File: config.mk
export PLATFORM = sky130hd
export DESIGN_NAME = ddr_frame_arbiter
export DESIGN_NICKNAME = d
export VERILOG_FILES = /design/src/rtl/ddr_frame_arbiter.sv
export SDC_FILE = /design/constraint.sdc
export NUM_CORES = 1
export LEC_CHECK = 0
export ABC_AREA = 1
export CORE_ASPECT_RATIO = 0.75
export CORE_UTILIZATION = 57
export DETAILED_ROUTE_END_ITERATION = 6
export PLACE_DENSITY = 0.81
export SLEW_MARGIN = 5
export SYNTH_ARGS = -nofsm -noshare
export SYNTH_HDL_FRONTEND = slang
export SYNTH_SLANG_ARGS = --single-unit
File: constraint.sdc
create_clock -name mem_clk -period 3.8 [get_ports mem_clk]
set_input_delay 0.76 -clock mem_clk [delete_from_list [all_inputs] [get_ports mem_clk]]
set_output_delay 0.76 -clock mem_clk [all_outputs]
set_load 0.005 [all_outputs]
File: src/rtl/ddr_frame_arbiter.sv
// Ping-pong frame-buffer arbiter turning camera/VGA FIFO levels into DDR2 burst requests.
// Optional macro ARB_ROUND_ROBIN_EN: alternate grants when read and write contend.
module ddr_frame_arbiter #(
    parameter int unsigned          ADDR_BITS     = 25,
    parameter int unsigned          FIFO_LVL_BITS = 11,
    parameter logic [9:0]           BURST_LEN     = 10'd128,
    parameter logic [ADDR_BITS-1:0] FRAME_WORDS   = 25'd153600,
    parameter logic [ADDR_BITS-1:0] BUF0_BASE     = 25'h0000000,
    parameter logic [ADDR_BITS-1:0] BUF1_BASE     = 25'h0040000,
    parameter logic [FIFO_LVL_BITS-1:0] RD_LOW_WM = 11'd256
) (
    input  logic                     mem_clk,
    input  logic                     rst_n,
    input  logic                     local_init_done,
    input  logic                     wr_frame_start,
    input  logic                     rd_frame_start,
    input  logic [FIFO_LVL_BITS-1:0] wr_fifo_usedw,
    input  logic [FIFO_LVL_BITS-1:0] rd_fifo_usedw,
    output logic                     wr_burst_req,
    output logic [9:0]               wr_burst_len,
    output logic [ADDR_BITS-1:0]     wr_burst_addr,
    input  logic                     wr_burst_finish,
    input  logic                     wr_burst_data_req,
    output logic                     wr_fifo_rdreq,
    output logic                     rd_burst_req,
    output logic [9:0]               rd_burst_len,
    output logic [ADDR_BITS-1:0]     rd_burst_addr,
    input  logic                     rd_burst_finish,
    input  logic                     rd_burst_data_valid,
    output logic                     rd_fifo_wrreq
);
    localparam int unsigned LEN_BITS = 10;
    localparam int unsigned CMP_BITS = (FIFO_LVL_BITS > LEN_BITS) ? FIFO_LVL_BITS : LEN_BITS;

    typedef enum logic [1:0] {IDLE, WR_BURST, RD_BURST} state_t;

    state_t                 state, state_nxt;
    logic                   wr_buf, wr_buf_nxt, rd_buf, rd_buf_nxt, rd_buf_pend, rd_buf_pend_nxt;
    logic                   frame_valid, frame_valid_nxt;
    logic                   wr_active, wr_active_nxt, rd_active, rd_active_nxt;
    logic                   wr_start_pend, wr_start_pend_nxt, rd_start_pend, rd_start_pend_nxt;
    logic [ADDR_BITS-1:0]   wr_cnt, wr_cnt_nxt, rd_cnt, rd_cnt_nxt;
    logic                   wr_req_nxt, rd_req_nxt;
    logic [LEN_BITS-1:0]    wr_len_nxt, rd_len_nxt, wr_len_next, rd_len_next;
    logic [ADDR_BITS-1:0]   wr_addr_nxt, rd_addr_nxt, wr_remain, rd_remain;
    logic                   wr_start, rd_start, wr_need, rd_need, grant_rd;
`ifdef ARB_ROUND_ROBIN_EN
    logic                   last_grant, last_grant_nxt;
`endif

    assign wr_fifo_rdreq = wr_burst_data_req;
    assign rd_fifo_wrreq = rd_burst_data_valid && rd_active && (state == RD_BURST);

    // Burst sizing and request conditions
    always_comb begin
        wr_remain   = FRAME_WORDS - wr_cnt;
        rd_remain   = FRAME_WORDS - rd_cnt;
        wr_len_next = (wr_remain < ADDR_BITS'(BURST_LEN)) ? LEN_BITS'(wr_remain) : BURST_LEN;
        rd_len_next = (rd_remain < ADDR_BITS'(BURST_LEN)) ? LEN_BITS'(rd_remain) : BURST_LEN;
        wr_need     = wr_active && (wr_cnt < FRAME_WORDS)
                      && (CMP_BITS'(wr_fifo_usedw) >= CMP_BITS'(wr_len_next));
        rd_need     = frame_valid && rd_active && (rd_cnt < FRAME_WORDS)
                      && (rd_fifo_usedw < RD_LOW_WM);
`ifdef ARB_ROUND_ROBIN_EN
        grant_rd    = rd_need && (!wr_need || !last_grant);
`else
        grant_rd    = rd_need;
`endif
        wr_start    = wr_start_pend || wr_frame_start;
        rd_start    = rd_start_pend || rd_frame_start;
    end

    // Next-state and registered-output logic
    always_comb begin
        state_nxt         = state;
        wr_buf_nxt        = wr_buf;
        rd_buf_nxt        = rd_buf;
        rd_buf_pend_nxt   = rd_buf_pend;
        frame_valid_nxt   = frame_valid;
        wr_active_nxt     = wr_active;
        rd_active_nxt     = rd_active;
        wr_start_pend_nxt = wr_start;
        rd_start_pend_nxt = rd_start;
        wr_cnt_nxt        = wr_cnt;
        rd_cnt_nxt        = rd_cnt;
        wr_req_nxt        = wr_burst_req;
        wr_len_nxt        = wr_burst_len;
        wr_addr_nxt       = wr_burst_addr;
        rd_req_nxt        = rd_burst_req;
        rd_len_nxt        = rd_burst_len;
        rd_addr_nxt       = rd_burst_addr;
`ifdef ARB_ROUND_ROBIN_EN
        last_grant_nxt    = last_grant;
`endif
        unique case (state)
            IDLE: begin
                if (wr_start || rd_start) begin
                    // Write swap resolves first so a same-cycle read start picks up the fresh frame
                    if (wr_start) begin
                        wr_start_pend_nxt = 1'b0;
                        if (wr_cnt == FRAME_WORDS) begin
                            rd_buf_pend_nxt = wr_buf;
                            wr_buf_nxt      = ~wr_buf;
                            frame_valid_nxt = 1'b1;
                        end
                        wr_cnt_nxt    = '0;
                        wr_active_nxt = 1'b1;
                    end
                    if (rd_start) begin
                        rd_start_pend_nxt = 1'b0;
                        rd_buf_nxt        = rd_buf_pend_nxt;
                        rd_cnt_nxt        = '0;
                        rd_active_nxt     = 1'b1;
                    end
                end else if (local_init_done) begin
                    if (grant_rd) begin
                        rd_req_nxt  = 1'b1;
                        rd_len_nxt  = rd_len_next;
                        rd_addr_nxt = (rd_buf ? BUF1_BASE : BUF0_BASE) + rd_cnt;
                        state_nxt   = RD_BURST;
`ifdef ARB_ROUND_ROBIN_EN
                        last_grant_nxt = 1'b1;
`endif
                    end else if (wr_need) begin
                        wr_req_nxt  = 1'b1;
                        wr_len_nxt  = wr_len_next;
                        wr_addr_nxt = (wr_buf ? BUF1_BASE : BUF0_BASE) + wr_cnt;
                        state_nxt   = WR_BURST;
`ifdef ARB_ROUND_ROBIN_EN
                        last_grant_nxt = 1'b0;
`endif
                    end
                end
            end
            WR_BURST: begin
                if (wr_burst_finish) begin
                    wr_req_nxt = 1'b0;
                    wr_cnt_nxt = wr_cnt + ADDR_BITS'(wr_burst_len);
                    state_nxt  = IDLE;
                end else if (!local_init_done) begin
                    wr_req_nxt = 1'b0;
                    state_nxt  = IDLE;
                end
            end
            RD_BURST: begin
                if (rd_burst_finish) begin
                    rd_req_nxt = 1'b0;
                    rd_cnt_nxt = rd_cnt + ADDR_BITS'(rd_burst_len);
                    state_nxt  = IDLE;
                end else if (!local_init_done) begin
                    rd_req_nxt = 1'b0;
                    state_nxt  = IDLE;
                end
            end
            default: state_nxt = IDLE;
        endcase
    end

    always_ff @(posedge mem_clk or negedge rst_n) begin
        if (!rst_n) begin
            state         <= IDLE;
            wr_buf        <= 1'b0;
            rd_buf        <= 1'b1;
            rd_buf_pend   <= 1'b1;
            frame_valid   <= 1'b0;
            wr_active     <= 1'b0;
            rd_active     <= 1'b0;
            wr_start_pend <= 1'b0;
            rd_start_pend <= 1'b0;
            wr_cnt        <= '0;
            rd_cnt        <= '0;
            wr_burst_req  <= 1'b0;
            wr_burst_len  <= '0;
            wr_burst_addr <= '0;
            rd_burst_req  <= 1'b0;
            rd_burst_len  <= '0;
            rd_burst_addr <= '0;
`ifdef ARB_ROUND_ROBIN_EN
            last_grant    <= 1'b0;
`endif
        end else begin
            state         <= state_nxt;
            wr_buf        <= wr_buf_nxt;
            rd_buf        <= rd_buf_nxt;
            rd_buf_pend   <= rd_buf_pend_nxt;
            frame_valid   <= frame_valid_nxt;
            wr_active     <= wr_active_nxt;
            rd_active     <= rd_active_nxt;
            wr_start_pend <= wr_start_pend_nxt;
            rd_start_pend <= rd_start_pend_nxt;
            wr_cnt        <= wr_cnt_nxt;
            rd_cnt        <= rd_cnt_nxt;
            wr_burst_req  <= wr_req_nxt;
            wr_burst_len  <= wr_len_nxt;
            wr_burst_addr <= wr_addr_nxt;
            rd_burst_req  <= rd_req_nxt;
            rd_burst_len  <= rd_len_nxt;
            rd_burst_addr <= rd_addr_nxt;
`ifdef ARB_ROUND_ROBIN_EN
            last_grant    <= last_grant_nxt;
`endif
        end
    end
endmodule

-- Yosys cells after proc, flatten, opt, wreduce, memory -nomap -nowiden
Index checks and enable logic that the tools add are counted.
W data, S select, Z words.
- order comparisons: 6
- muxes and demuxes: 38
- eq/ne operators: 16
- reductions and logical operators: 24
- add/sub/neg operators: 6
- bitwise operators: 3
- operators by type and width (cell ; count):
    $mux W25 ; 6
    $pmux W25 S2 ; 2
    $add A19 B25 Y25 ; 2
    $add A25 B10 Y25 ; 2
    $lt A25 B18 Y1 const B ; 2
    $lt A25 B8 Y1 const B ; 2
    $sub A18 B25 Y25 const A ; 2
    $mux W19 ; 2
    $eq A25 B18 Y1 const B ; 1
    $mux W10 ; 2
    $ne A2 B2 Y1 const B ; 10
    $mux W1 ; 16
    $reduce_and A4 Y1 ; 4
    $mux W2 ; 7
    $ge A11 B10 Y1 ; 1
    $lt A11 B9 Y1 const B ; 1
    $reduce_and A5 Y1 ; 2
    $ne A3 B3 Y1 const B ; 3
    $reduce_and A3 Y1 ; 3
    $logic_and A1 B1 Y1 ; 7
    $pmux W2 S3 ; 1
    $reduce_and A6 Y1 ; 1
    $pmux W1 S2 ; 2
    $reduce_bool A2 Y1 ; 2
    other kinds (6) ; 10
- word-level logic and storage cells: 110
- register bits: 132

-- Longest topological paths before layout
Gate-level depths: netlist of the first run.
- depth after elaboration: 10
- gate-level depth with buffers: 28

-- Least setup slack after synthesis of the first run
OpenSTA, ideal clock, no wires.
- path kind: register to register
- from: register wr_cnt[1]
- to: register wr_burst_addr[15]
- clock period less this slack: 3257 ps
- data required time: 3672 ps
- path slack: 543 ps
- data arrival time: 3129 ps
- cell stages (with the launch flop): 27
- library setup time: 128 ps
- cell sequence: dfrtp_1 > inv_1 > ha_1 > nand2_1 > nor2_4 > nand2_1 > nand2_1 > nand2_1 > nor2_1 > nand2_1 > nor2_1 > nand3_1 > nor2_4 > nand2_2 > clkinv_2 > nand2_1 > ha_1 > nand2_1 > o21ai_0 > nand3_1 > nand4_1 > nand3_1 > nor2_2 > nand2_4 > buf_4 > nand2_1 > o21ai_0
- cells in the longest elaborated chain, start to end: 6
- elaborated cells between the ends (all ways): 9
- RTL lines (item ; RTL line ; text):
    from (decl) ; 42 ; logic [ADDR_BITS-1:0] wr_cnt, wr_cnt_nxt, rd_cnt, rd_cnt_nxt;
    from (signal assigned) ; 191 ; wr_cnt <= wr_cnt_nxt;
    $sub A18 B25 Y25 ; 56 ; wr_remain = FRAME_WORDS - wr_cnt;
    $lt A25 B8 Y1 ; 58 ; wr_len_next = (wr_remain < ADDR_BITS'(BURST_LEN)) ? LEN_BITS'(wr_remain) : BURST_LEN;
    $mux W10 ; 58 ;
    $ge A11 B10 Y1 ; 61 ; && (CMP_BITS'(wr_fifo_usedw) >= CMP_BITS'(wr_len_next));
    $logic_and A1 B1 Y1 ; 61 ;
    $reduce_and A5 Y1 (no source line) ; -- ;
    to (signal assigned) ; 195 ; wr_burst_addr <= wr_addr_nxt;
    to (decl) ; 21 ; output logic [ADDR_BITS-1:0] wr_burst_addr,
Parallel ways exist; a longest one is shown, timed or not.
A chain may end at the register's enable or synchronous reset.

-- Worst setup path after layout of the first run
- from: register wr_cnt[0]
- to: register wr_burst_addr[18]
- cells in the longest elaborated chain, start to end: 6
- elaborated cells between the ends (all ways): 9
- RTL lines (item ; RTL line ; text):
    $sub A18 B25 Y25 * ; 56 ;
    $lt A25 B8 Y1 ; 58 ;
    $mux W10 * ; 58 ;
    named net wr_len_next[0] ; 44 ; logic [LEN_BITS-1:0] wr_len_nxt, rd_len_nxt, wr_len_next, rd_len_next;
    $ge A11 B10 Y1 * ; 61 ;
    $logic_and A1 B1 Y1 * ; 61 ;
    $reduce_and A5 Y1 (no source line) * ; -- ;
The timed path passes the listed nets; every way through them passes the cells marked *.

==> metrics.csv, run 1 <==
metric,value,unit
Unique masters post-synth,49,
final setup vio count,0,
die width,145,um
first-pass GRT wire length,41.4,mm
CTS sink count,132,
clock slew seen by the registers of the worst setup and hold paths,0.06,ns
Post-Syn Area per Cell,6.96,um^2
Die H,110,um
final wirelength,27.6,mm
hold slack final,0.324,ns
routed vias/inst,5.74,
critical path arrival,4.11,ns
area of the multi-input gates,5010,um^2
Core Region,14700,um^2
power consumption,4.11,mW
io pins,105,
Synth Flop Type,dfrtp_1,
Mapped Area,8790,um^2
min Tclk post-route,3.79,ns
f_max,0.264,GHz
largest net degree at the start of global routing,70,
clock latency on the worst-skew pair,0.44,ns
maximum clock path buffer count,2,
die area,15900,um^2
FF-to-FF Start,wr_cnt[0],
total congestion overflow,0,
Post-Syn Instances,1262,
share of cells above drive strength 1,13.1,%
Post-synth EDFFs,0,
placed cell area,10000,um^2
H-Tree Level Count,4,
Cell Count Post-Placement,1552,
violated checks,DRC,
Ys Warns,0,
initial core utilization,59.6,%
reg2reg path depth,27,
crit start category,flip-flop,
antenna violations before repair,0,
Worst slew margin,53.3,%
power per cell area,371,nW/um^2
worst reg2reg setup slack,0.01,ns
total CTS buffers,17,
GPL Wtd Cong,0.974,
"worst slack, placed",0.0646,ns
Fill cells,1148,
max cap viols,0,
DRC viols,4,
Tcrit/Tclk final,99.7,%
drt wl/cell,17.2,um
critical path peak fanout,14,
Detailed Routing Iterations Pass 1,7,
ANT nets after route,0,
status,"complete, but fails checks",
Final Slew Violations,0,
gr usage total,33.5,%
Area Growth Syn to Fin,26.1,%
vias in the first global route,8085,
TritonCTS clock tree,done,
clk root buf,clkbuf_16,
DR vias,9203,
DP HPWL,19.1,mm
crit path capture type,flip-flop,
initial DRC count,1069,
number of synthesized register bits,132,
ys async rst share,100,%
hold crit path type,in -> async,
Non-Filler Instances,1602,
Rows,38,
worst r2r dst,wr_burst_addr[18],
Slew @ Worst Pin,0.700,ns
CP Class,reg -> reg,
Final #Nets,1457,
worst path required time,4.13,ns
RSZ-0062 raised after global routing,true,
worst vdd ir,0.337,mV
static leakage,5.38,nW
Port Buffers,94,
clk_skew,0.00687,ns
Final Hold Fails,0,
setup ws final,0.0114,ns
register area share after synthesis,37.6,%
"Design Area, Final",11100,um^2
FF/Latch Area,3310,um^2
[Yosys cell counts (all sizes together), types with 3 or more instances]
cell type | n | area share [%]
nand2 | 375 | 16
nor2 | 174 | 8.4
inv | 147 | 6.4
dfrtp | 130 | 37
o21ai | 99 | 5.6
nand3 | 87 | 5.1
a21oi | 52 | 3.0
ha | 36 | 5.1
nand4 | 35 | 2.5
nor3 | 23 | 1.3
buf | 19 | 1.6
xor2 | 19 | 1.9
o22ai | 11 | 0.78
xnor2 | 7 | 0.70
clkbuf | 6 | 0.28
nor4 | 5 | 0.36
a21o | 4 | 0.34
o21a | 4 | 0.34
or2 | 4 | 0.28
and2 | 3 | 0.21
clkinv | 3 | 0.14
o32ai | 3 | 0.30
[worst max-delay path, stage by stage (launching register included)]
cell	delay (ns)
dfrtp_1	0.42
inv_2	0.13
ha_4	0.17
nand2_4	0.07
nor2_4	0.24
nand2_1	0.10
nand2_1	0.11
nand2_1	0.06
nand2_1	0.08
inv_1	0.04
nor2_1	0.09
nand3_1	0.13
nor2_4	0.16
nand2_2	0.09
buf_4	0.16
nor2_1	0.19
ha_1	0.30
nand2_1	0.07
nor2_1	0.04
nand4_1	0.07
nand4_1	0.20
nand3_2	0.18
nor2_4	0.06
nand2_8	0.15
clkinv_8	0.11
buf_4	0.15
nand2_1	0.05
nand2_1	0.04
[worst max path at each step]
stage                              endpoint       from  slack [ns]  cells past startpoint
after floorplan           wr_burst_addr[15]  wr_cnt[1]        0.54                     26
after global placement    wr_burst_addr[15]  wr_cnt[1]        0.16                     26
after detailed placement   wr_burst_addr[7]  wr_cnt[1]        0.06                     26
after CTS                 wr_burst_addr[15]  wr_cnt[1]        0.02                     26
after global routing      wr_burst_addr[18]  wr_cnt[0]       -0.17                     27
final                     wr_burst_addr[18]  wr_cnt[0]        0.01                     27
[registers in the layout, indices dropped and copies added, names as in the netlist]
name / count
wr_buf: 1
wr_active: 1
frame_valid: 1
rd_buf_pend: 1
rd_burst_req: 1
wr_burst_len: 10
wr_start_pend: 1
rd_active: 1
wr_burst_req: 1
rd_start_pend: 1
rd_buf: 1
rd_cnt: 25
state: 2
rd_burst_addr: 25
rd_burst_len: 10
wr_cnt: 25
wr_burst_addr: 25
[per-stage QoR]
| stage | setup TNS, ns | utilization (%) |
|---|---|---|
| floorplan | 0 | - |
| global placement | 0 | 67.8 |
| detailed placement | 0 | 67.8 |
| CTS | 0 | 72.1 |
| global route | -3.68 | 75.2 |
| finish | 0 | 75.2 |
[power breakdown]
part	total [mW]	switching [mW]	internal [mW]
clock network	1.74	0.649	1.09
registers	1.56	0.0714	1.49
logic	0.812	0.480	0.333
[logic make-up (layout without fill, tap and decap cells)]
kind of cell / count (synthesis) / after routing / share of synthesized area, %
and+or+nand+nor: 710 / 710 / 34.8
buffers and inverters: 175 / 313 / 8.37
adders and majority gates: 38 / 38 / 5.58
AOI/OAI and AO/OA: 180 / 180 / 11.0
xor gates and xnor gates: 26 / 26 / 2.59
DFF: 132 / 132 / 37.6
other: 1 / 3 / 0.0427
[layout make-up]
cell class	count	share of cell area, %
Multi-Input combinational cell	956	45.2
Sequential cell	132	29.9
Timing Repair Buffer	131	11.8
Inverter	150	5.26
Clock buffer	22	4.28
Tap cell	200	2.26
Clock inverter	10	1.31
Antenna cell	1	0.0226
[per-layer routing]
metal / up-vias / GRT usage, % / part of all wire, %
met3: 38 / 8.34 / 13
li1: 4363 / - / -
met2: 535 / 46.7 / 41
met5: - / 0 / 0
met4: 0 / 8.65 / 1.4
met1: 4267 / 51.3 / 45
[cells in the final DEF, fill, tap and decap left out, drive strengths merged, types with 4 or more instances in the layout]
cell type      instances
ha                    36
dfrtp                130
nor3                  23
nor4                   5
clkdlybuf4s50         93
inv                  148
or2                    4
a21o                   4
nand2                375
nand3                 87
o21ai                 99
xnor2                  7
a21oi                 52
xor2                  19
clkinv                 7
nor2                 174
clkbuf                25
buf                   35
o22ai                 11
o21a                   4
nand4                 35
[timing repair]
item | in CTS | in global routing
gates cloned | 0 | 6
endpoints found under the setup margin | 21 | 36
pin swaps | 3 | 20
gates resized for setup | 1 | 79
buffers inserted | 0 | 11
hold buffers | 0 | 0
Note: power is estimated with default switching activity, not from simulation.
==> run 2: changes to the inputs <==
- CAP_MARGIN: unset -> 20
- CORE_ASPECT_RATIO: 0.75 -> unset
- CORE_MARGIN: unset -> 2
==> metrics.csv, run 2 (synthesized netlist as in run 1, its figures left out) <==
metric,value,unit,change
status,"complete, no violations",,
critical path's top delay family,simple AND/OR/NAND/NOR gates,,
Die H,128,um,+17%
Core Region,15100,um^2,+2.8%
sequential share of power,38.0,%,about the same
drt wl/cell,16.5,um,-4.4%
antenna violations before repair,0,,unchanged
Final Hold Fails,0,,unchanged
final core occ,72.9,%,-2.2 points
setup TNS,0,ns,unchanged
GPL Wtd Cong,0.967,,-0.76%
"commonest non-fill, non-tap cells in the layout","346 x nand2_1, 143 x nor2_1, 129 x inv_1",,
max cap viols,0,,unchanged
CP max-delay cell,dfrtp_1,,
ANT nets after route,0,,unchanged
DR vias,9055,,-1.6%
largest net degree at the start of global routing,87,,+24%
hold crit path type,in -> async,,
Detailed Routing Iterations Pass 1,6,,-1
gr usage total,31.1,%,-2.4 points
switching share of power,28.2,%,-0.93 points
initial DRC count,882,,-17%
min Tclk post-route,3.66,ns,-0.132 ns
Area Growth Syn to Fin,25.7,%,
Worst slew margin,45.5,%,-7.8 points
io pins,105,,unchanged
maximum clock path buffer count,2,,unchanged
vias in the first global route,8406,,+4.0%
total CTS buffers,17,,unchanged
clk root buf,clkbuf_16,,
Max stage delay on crit path,0.40,ns,-0.02 ns
P_int,2.94,mW,+0.91%
DRC viols,0,,-4
final setup vio count,0,,unchanged
antenna cell count,0,,-1
hold buffer count at CTS,0,,unchanged
Rows,45,,+18%
initial core utilization,58.0,%,-1.6 points
critical path arrival,3.96,ns,-0.15 ns
power per cell area,371,nW/um^2,about the same
clock slew seen by the registers of the worst setup and hold paths,0.06,ns,about the same
TritonCTS clock tree,done,,
Fill cells,1219,,+6.2%
die width,128,um,-12%
CTS sink count,132,,unchanged
routed vias/inst,5.71,,-0.68%
total congestion overflow,0,,unchanged
CP Class,reg -> reg,,
f_max,0.273,GHz,+3.6%
worst path required time,4.11,ns,-0.02 ns
critical path peak fanout,7,,-7
share of cells above drive strength 1,12.5,%,-0.62 points
crit path capture type,flip-flop,,
critical path buffer and inverter count,5,,unchanged
CP most frequent cell,nand2_1,,
die area,16400,um^2,+3.2%
first-pass GRT wire length,40.4,mm,-2.3%
Final Slew Violations,0,,unchanged
clock latency on the worst-skew pair,0.43,ns,about the same
FF/Latch Area,3310,um^2,+0.11%
Tcrit/Tclk final,96.2,%,-3.5 points
final wirelength,26.1,mm,-5.3%
Slew @ Worst Pin,0.818,ns,+0.117 ns
area of the multi-input gates,4980,um^2,-0.47%
H-Tree Level Count,4,,unchanged
power consumption,4.09,mW,-0.40%
Final #Nets,1455,,-0.14%
clock share of power,42.8,%,+0.5 points
Logic pwr share,19.2,%,-0.6 points
crit start category,flip-flop,,
"most common cell after layout, fill and taps aside",nand2_1,,
worst vdd ir,0.322,mV,-4.6%
Port Buffers,94,,unchanged
static leakage,5.33,nW,-0.90%
clk_skew,0.00879,ns,+0.00191 ns
DP HPWL,18.4,mm,-3.8%
Switch Pwr,1.16,mW,-3.6%
run 2: changes by cell type in the layout (fill, tap and decap cells not counted), sizes merged:
cell	before	now
clkinvlp	2	3
diode	1	0
clkinv	7	5
inv	148	149
clkbuf	25	24
bufinv	3	4
buf	35	33
run 2: cell type report:
cell class              instances  share of cell area, %
flip-flops and latches        132                   30.0
repair buffers                129                   11.9
multi-input cells             956                   45.1
clock inverters                11                   1.57
well taps                     188                   2.13
clock buffers                  21                   4.08
inverters                     150                   5.26
run 2: per-layer routing:
metal  vias up  track usage, %  share of wire, %
li1       4345               -                 -
met4         0            17.5               4.9
met5         -               0                 0
met3        89            4.34               5.8
met2       413            51.8                49
met1      4208            39.0                41
run 2: power by group through the flow:
stage	sequential [mW]	clock, mW	combinational (mW)
after floorplan	1.57	0	0.401
after global placement	1.57	0	0.685
after detailed placement	1.58	0	0.699
after CTS	1.55	1.76	0.707
after global routing	1.56	1.82	0.868
final	1.56	1.75	0.786
run 2: worst paths after layout:
path	startpoint	slack (ns)	cells past startpoint	to
max	wr_cnt[1]	0.14	27	wr_burst_addr[8]
min	rst_n	0.38	1	wr_burst_addr[23]
max reg2reg	wr_cnt[1]	0.14	27	wr_burst_addr[8]
min reg2reg	rd_burst_addr[23]	0.47	2	rd_burst_addr[23]
max in group asynchronous	rst_n	2.68	2	wr_cnt[11]
min in group mem_clk	rd_burst_addr[23]	0.47	2	rd_burst_addr[23]
run 2: repair_timing:
action | CTS | global route
buffers inserted | 0 | 8
endpoints found under the setup margin | 0 | 38
resized for setup | 0 | 67
endpoints found under the hold margin | 0 | 0
run 2: through the flow:
step / hold slack, ns / cell area, um^2 / instances / setup slack (ns)
after CTS: 0.416 / 10600 / 1574 / 0.0250
after detailed placement: 0.456 / 10000 / 1542 / 0.0339
after global routing: 0.450 / 11000 / 1587 / -0.0658
final: 0.382 / 11000 / 1587 / 0.143
after floorplan: 0.434 / 8790 / 1263 / 0.543
after global placement: 0.449 / 10000 / 1542 / 0.133
